--- config.mk ---
export PLATFORM = sky130hd
export DESIGN_NAME = pbkdf2_2_ctrl
export DESIGN_NICKNAME = d
export VERILOG_FILES = /design/src/rtl/pbkdf2_2_ctrl.sv
export SDC_FILE = /design/constraint.sdc
export NUM_CORES = 1
export LEC_CHECK = 0
export ABC_AREA = 1
export ABC_CLOCK_PERIOD_IN_PS = 1050
export BUFFER_PORTS_ARGS = -buffer_cell sky130_fd_sc_hd__buf_2
export CAP_MARGIN = 30
export CORE_MARGIN = 1.5
export CORE_UTILIZATION = 30
export CTS_CLUSTER_DIAMETER = 60
export DETAILED_ROUTE_END_ITERATION = 7
export SYNTH_ARGS = -nofsm -noshare
export SYNTH_HDL_FRONTEND = slang
export SYNTH_SLANG_ARGS = --single-unit
--- constraint.sdc ---
create_clock -name clk -period 1.05 [get_ports clk]
set_input_delay 0.0525 -clock clk [delete_from_list [all_inputs] [get_ports clk]]
set_output_delay 0.0525 -clock clk [all_outputs]
set_load 0.05 [all_outputs]
--- src/rtl/pbkdf2_2_ctrl.sv ---
// rtl/pbkdf2_2_ctrl.sv - PBKDF2 second-pass sequencer; optional WAIT timeout via PBKDF2_2_CTRL_TIMEOUT_EN
module pbkdf2_2_ctrl #(
  parameter int SHA_TIMEOUT = 128,
  parameter int TW          = 8
) (
  input  logic       clk,
  input  logic       reset,
  input  logic       start,
  input  logic       sha256_digest_valid,
  output logic       sha256_init,
  output logic       sha256_first_block,
  output logic [1:0] sel_block_in,
  output logic [1:0] sel_prev_hash,
  output logic       update_mem_0,
  output logic       store_i_o_hash,
  output logic       busy,
  output logic       done,
  output logic       err
);

  typedef enum logic [3:0] {
    S_IDLE    = 4'd0,
    S_LOAD    = 4'd1,
    S_B1_INIT = 4'd2,
    S_B1_WAIT = 4'd3,
    S_B2_INIT = 4'd4,
    S_B2_WAIT = 4'd5,
    S_B3_INIT = 4'd6,
    S_B3_WAIT = 4'd7,
    S_BO_INIT = 4'd8,
    S_BO_WAIT = 4'd9,
    S_FIN     = 4'd10
  } state_t;

  // The timeout counter must be able to hold SHA_TIMEOUT-1
  if (TW < 1 || SHA_TIMEOUT < 1 || SHA_TIMEOUT >= (2 ** TW)) begin : g_param_check
    $error("pbkdf2_2_ctrl: TW too narrow for SHA_TIMEOUT");
  end

  state_t state;
  logic   wait_first;
  logic   in_wait;
  logic   advance;
  logic   timeout_hit;

  // Decode whether the sequencer is waiting on a digest
  always_comb begin
    in_wait = 1'b0;
    case (state)
      S_B1_WAIT, S_B2_WAIT, S_B3_WAIT, S_BO_WAIT: in_wait = 1'b1;
      default:                                    in_wait = 1'b0;
    endcase
  end

  // The first WAIT cycle may still see the previous block's digest_valid
  assign advance = in_wait & ~wait_first & sha256_digest_valid;

  // Digest capture happens in the advancing cycle itself; the outer digest is never written back
  assign update_mem_0 = advance & ~reset & (state != S_BO_WAIT);

  // Every block chains a previous digest, so the core never starts from the IV
  assign sha256_first_block = 1'b0;

`ifdef PBKDF2_2_CTRL_TIMEOUT_EN
  logic [TW-1:0] to_cnt;

  // Counter holds the number of WAIT cycles already spent on the current block
  assign timeout_hit = in_wait & ~advance & (to_cnt == TW'(SHA_TIMEOUT - 1));

  // Clear while issuing a block, count while waiting on it
  always_ff @(posedge clk) begin
    if (reset) begin
      to_cnt <= '0;
    end else if (in_wait) begin
      to_cnt <= to_cnt + TW'(1);
    end else begin
      to_cnt <= '0;
    end
  end

  // Sticky error flag, cleared only when a new job is accepted
  always_ff @(posedge clk) begin
    if (reset) begin
      err <= 1'b0;
    end else if (state == S_IDLE && start) begin
      err <= 1'b0;
    end else if (timeout_hit) begin
      err <= 1'b1;
    end
  end
`else
  assign timeout_hit = 1'b0;
  assign err         = 1'b0;
`endif

  // Job sequencer with registered strobes and mux selects
  always_ff @(posedge clk) begin
    if (reset) begin
      state          <= S_IDLE;
      wait_first     <= 1'b0;
      sha256_init    <= 1'b0;
      sel_block_in   <= 2'd0;
      sel_prev_hash  <= 2'd0;
      store_i_o_hash <= 1'b0;
      busy           <= 1'b0;
      done           <= 1'b0;
    end else begin
      sha256_init    <= 1'b0;
      store_i_o_hash <= 1'b0;
      done           <= 1'b0;
      case (state)
        S_IDLE: begin
          if (start) begin
            state          <= S_LOAD;
            store_i_o_hash <= 1'b1;
            busy           <= 1'b1;
          end
        end
        S_LOAD: begin
          state         <= S_B1_INIT;
          sha256_init   <= 1'b1;
          sel_block_in  <= 2'd0;
          sel_prev_hash <= 2'd0;
        end
        S_B1_INIT: begin
          state      <= S_B1_WAIT;
          wait_first <= 1'b1;
        end
        S_B2_INIT: begin
          state      <= S_B2_WAIT;
          wait_first <= 1'b1;
        end
        S_B3_INIT: begin
          state      <= S_B3_WAIT;
          wait_first <= 1'b1;
        end
        S_BO_INIT: begin
          state      <= S_BO_WAIT;
          wait_first <= 1'b1;
        end
        S_B1_WAIT: begin
          wait_first <= 1'b0;
          if (advance) begin
            state         <= S_B2_INIT;
            sha256_init   <= 1'b1;
            sel_block_in  <= 2'd1;
            sel_prev_hash <= 2'd1;
          end else if (timeout_hit) begin
            state <= S_IDLE;
            busy  <= 1'b0;
          end
        end
        S_B2_WAIT: begin
          wait_first <= 1'b0;
          if (advance) begin
            state         <= S_B3_INIT;
            sha256_init   <= 1'b1;
            sel_block_in  <= 2'd2;
            sel_prev_hash <= 2'd1;
          end else if (timeout_hit) begin
            state <= S_IDLE;
            busy  <= 1'b0;
          end
        end
        S_B3_WAIT: begin
          wait_first <= 1'b0;
          if (advance) begin
            state         <= S_BO_INIT;
            sha256_init   <= 1'b1;
            sel_block_in  <= 2'd3;
            sel_prev_hash <= 2'd2;
          end else if (timeout_hit) begin
            state <= S_IDLE;
            busy  <= 1'b0;
          end
        end
        S_BO_WAIT: begin
          wait_first <= 1'b0;
          if (advance) begin
            state <= S_FIN;
            done  <= 1'b1;
          end else if (timeout_hit) begin
            state <= S_IDLE;
            busy  <= 1'b0;
          end
        end
        S_FIN: begin
          state <= S_IDLE;
          busy  <= 1'b0;
        end
        default: begin
          state <= S_IDLE;
          busy  <= 1'b0;
        end
      endcase
    end
  end

endmodule
After elaboration in Yosys (flattened, before gate mapping)
Cells that the tools add are included.
Widths: inputs -> output; s select.

word-level totals
  register bits after elaboration = 13
  input bits = 4
  output and inout port bits = 11

cells by class
  equality and inequality tests = 16
  reductions and logical operators = 15
  mux-type cells = 18
  bitwise operators = 9

operators with widths
  operator            count
  $pmux 4 s10         1
  $mux 4              5
  $eq 4x3->1 const B  4
  $ne 2x2->1 const B  5
  $reduce_or 9->1     1
  $eq 4x2->1 const B  2
  $eq 4x4->1 const B  2
  $pmux 2 s4          1
  $reduce_or 4->1     2
  $mux 2              3
  $pmux 1 s2          3
  $pmux 2 s3          1
  $reduce_or 2->1     3
  $not 1->1           5
  $reduce_and 5->1    1
  $and 1x1->1         4
  $eq 4x1->1 const B  1
  $logic_not 4->1     1
  $mux 1              4
  $ne 4x4->1 const B  1
  $reduce_and 4->1    1
  $reduce_bool 4->1   1
  $reduce_and 3->1    1
  $reduce_bool 3->1   1
  other kinds (4)     4

Longest topological paths before layout
  word-level depth = 7
  depth in mapped cells = 9
  mapped depth without buffers = 9

Worst setup path before layout
No wires, ideal clock.

  kind = register to output
  start point = register state[3]
  end point = output update_mem_0
  cell stages (with the launch flop) = 7
  slack = -0.451 ns
  arrival time = 1.448 ns
  path through = dfxtp_1 inv_2 nand3_4 inv_2 nor2_2 nand2_1 nor3_2

between the ends
  word-level cells in the longest chain between the ends = 7
  elaborated cells on any way between the ends = 11
  those cells by class = eq/ne: 5; mux: 1; bitwise: 4; reduce/logical: 1

ends and longest elaborated chain
  what                                line  source
  start, declared                     40    state_t state;
  start signal, assigned              99    state <= S_IDLE;
  start signal, assigned              114   state <= S_LOAD;
  start signal, assigned              120   state <= S_B1_INIT;
  $eq 4x4->1 (tied with other cells)  49    case (state)
  $reduce_or 4->1 (no line)           --
  $mux 1                              49
  $and 1x1->1 (2 in a row)            56    assign advance = in_wait & ~wait_first & sha256_digest_valid;
  $and 1x1->1                         59    assign update_mem_0 = advance & ~reset & (state != S_BO_WAIT);
  $and 1x1->1 (*)                     59
  end, declared                       14    output logic update_mem_0,

Mark *: on every way between the ends. The rest lies on a longest branch, timed or not.

Worst setup path in the final report
  start point = register state[1]
  end point = output update_mem_0

The elaborated chain is that of the path after synthesis.

==> flow_summary.ini <==
[status]
status = finished, violations left
violations = setup timing

[logic_synthesis]
ys_ff_latch = 13
synth_cells = 99
async_reset_ff_share_pct = 0
ys.flop_type = dfxtp_1
synth.top_cell.area_share_pct = 37.5
synth_edf_count = 0
synth_top_area_cell = dfxtp_1
syn_area_um2 = 694
synth_warnings = 0
synth_area_leaders = dfxtp_1, nand2_1, nor2_1
yosysSeqAreaShare_pct = 37.5
syn_avg_cell_area_um2 = 7.01
yosys.cell_types.count = 24

[floorplan]
ios = 15
fp.dieH_um = 51.1
initial_utilization_pct = 31.7
rows = 17
core-area_mm2 = 0.00219
dieArea_mm2 = 0.00261
die_w_um = 51.1

[finish]
final_layout_size_suffix_gt1_share_pct = 54.7
fin_nets = 142
area_growth_pct = 60.5
diodes = 0
mostFrequentLayoutCells = buf_4, nand2_1, nor2_1
mostFrequentLayoutCell = buf_4
design_area_mm2 = 0.00111

[cts]
root_buffer = clkbuf_4
cts_buffer_depth = 2
path_clk_slew_ps = 90
clock-sinks = 13
insertion_delay_ps = 280
cts_tree = built
hold_buffers = 0
h-tree-depth = 1
cts_made_buffers = 3

[detailed_routing]
avgRoutedWirePerCell_um = 11.2
vias_per_cell = 4.56
route.detailed.drc = 0
first_iter_violations = 6
antenna_left = 0
drt-pass1-iter-count = 4
routed_wl_um = 1850
vias = 753

[global_routing]
grt_pass1_wl_um = 3030
grt_pass1_vias = 726
grt_max_degree = 9
overflow = 0
track_usage_pct = 15.5
antenna_found_initial = 0

[placement]
post-dp-hpwl_um = 1280
gp_congestion = 0.939
io_buffers = 12
place_area_um2 = 942

[sta]
setup_slack_ps = -385
timing.fmax_mhz = 697
drv_slew = 0
post-route-period-util_pct = 137
hold_viol_final = 0
fin_skew_ps = 6.69
setup_violations = 12
min_period_ps = 1440
fin_tns_setup_ps = -1980
hold_slack_ps = 22.8
rsz0062_at_grt = yes

[critical_path]
required_ps = 1000
r2r_start = state[1]$_SDFFE_PP0P_
cp_slowest_cell = dfxtp_2
critPathCaptureType = output port
cpMostUsedCell = nand2_2
criticalPathCategory = register to output port
r2r_end = state[3]$_SDFFE_PP0P_
r2r_setup_slack_ps = -260
arrival_ps = 1380
cp_max_fo = 3
reg2reg_depth = 8
cp-start-kind = register
cp_cell_sequence = o21ai_2, nand2_2, nor2_4, nand2_2, nor3_4, buf_6
slowest_delay_ps = 350

[worst_hold_path]
hold_depth = 3
hold_class = input pin to register
min-delay-start = start
hold_end = store_i_o_hash$_SDFF_PP0_

[power_and_ir_drop]
vdd_drop_max_v = 0.00139
comb_power_share_pct = 66.0
clkPwrFrac_pct = 9.4
swShare_pct = 49.3
internal_power_mw = 1.74
power_switching_mw = 1.70
seqPwrFrac_pct = 24.6
power_mw = 3.44
power.static_leakage_nw = 0.539
pwr_density_cell_mw_per_mm2 = 3090

[job]
drv_cap = 0
==> repair_timing <==
action                     CTS  global route
setup endpoints to repair   13            14
pin swaps                    9             4
buffers inserted             6             1
gates resized for setup     20            11
==> worst max path at each step <==
stage | from | slack, ps | end
final | state[1]$_SDFFE_PP0P_ | -390 | update_mem_0
after global routing | state[2]$_SDFFE_PP0P_ | -430 | update_mem_0
after CTS | state[2]$_SDFFE_PP0P_ | -360 | update_mem_0
after detailed placement | state[1]$_SDFFE_PP0P_ | -200 | update_mem_0
after global placement | state[1]$_SDFFE_PP0P_ | -140 | update_mem_0
after floorplan | state[1]$_SDFFE_PP0P_ | -260 | update_mem_0
==> cell usage after synthesis (2+ instances only) <==
cell type and instances:
inv_1 8, nand2_4 2, nand2_2 2, o2111ai_1 2
nand3_1 2, nand2_1 23, buf_4 2, dfxtp_1 13
a21oi_1 4, nor2_1 18, o21ai_0 5, inv_2 5
nor2_2 2
==> state kept, by name (all words and copies together), names as in the netlist <==
register / count
busy: 1
done: 1
sel_block_in: 2
sel_prev_hash: 2
sha256_init: 1
state: 4
store_i_o_hash: 1
wait_first: 1
==> power by group through the flow <==
| stage | sequential [mW] | clock (mW) | combinational (mW) |
|---|---|---|---|
| floorplan | 1.23 | 0 | 0.874 |
| global placement | 0.822 | 0 | 1.91 |
| detailed placement | 0.825 | 0 | 1.93 |
| CTS | 0.822 | 0.331 | 2.13 |
| global route | 0.869 | 0.350 | 2.47 |
| finish | 0.847 | 0.323 | 2.27 |
==> worst max-delay path: cells and delay by family, from the launching register on <==
kind	cells	cell delay [ps]
and+or+nand+nor	4	400
buffers and inverters	1	180
AOI/OAI and AO/OA	1	180
DFF	1	350
==> per-layer routing <==
metal  GRT usage, %  routed length [um]
met1           18.4                 781
met5              0                   0
met4           9.46                  14
met2           26.0                 994
met3           2.34                  57
==> layout make-up <==
cell class,count,area [um^2]
clock buffers,4,26.3
fillers,214,1080
inverters,13,53.8
multi-input cells,70,455
flip-flops and latches,13,270
well taps,28,35.0
repair buffers,37,274
==> logic make-up (layout without fill, tap and decap cells) <==
family | Yosys count | after routing | synth area share (%)
AOI/OAI and AO/OA | 13 | 13 | 11.5
and+or+nand+nor | 55 | 55 | 38.9
other | 1 | 2 | 0.540
DFF | 13 | 13 | 37.5
buffers and inverters | 17 | 54 | 11.5
==> per-stage QoR <==
stage / utilization (%) / setup WS, ps / std cells
floorplan: - / -261 / 100
global placement: 43.0 / -144 / 156
detailed placement: 43.0 / -204 / 156
CTS: 48.2 / -362 / 164
global route: 50.9 / -431 / 165
finish: 50.9 / -385 / 165
Power figures use the tool's default switching activity.
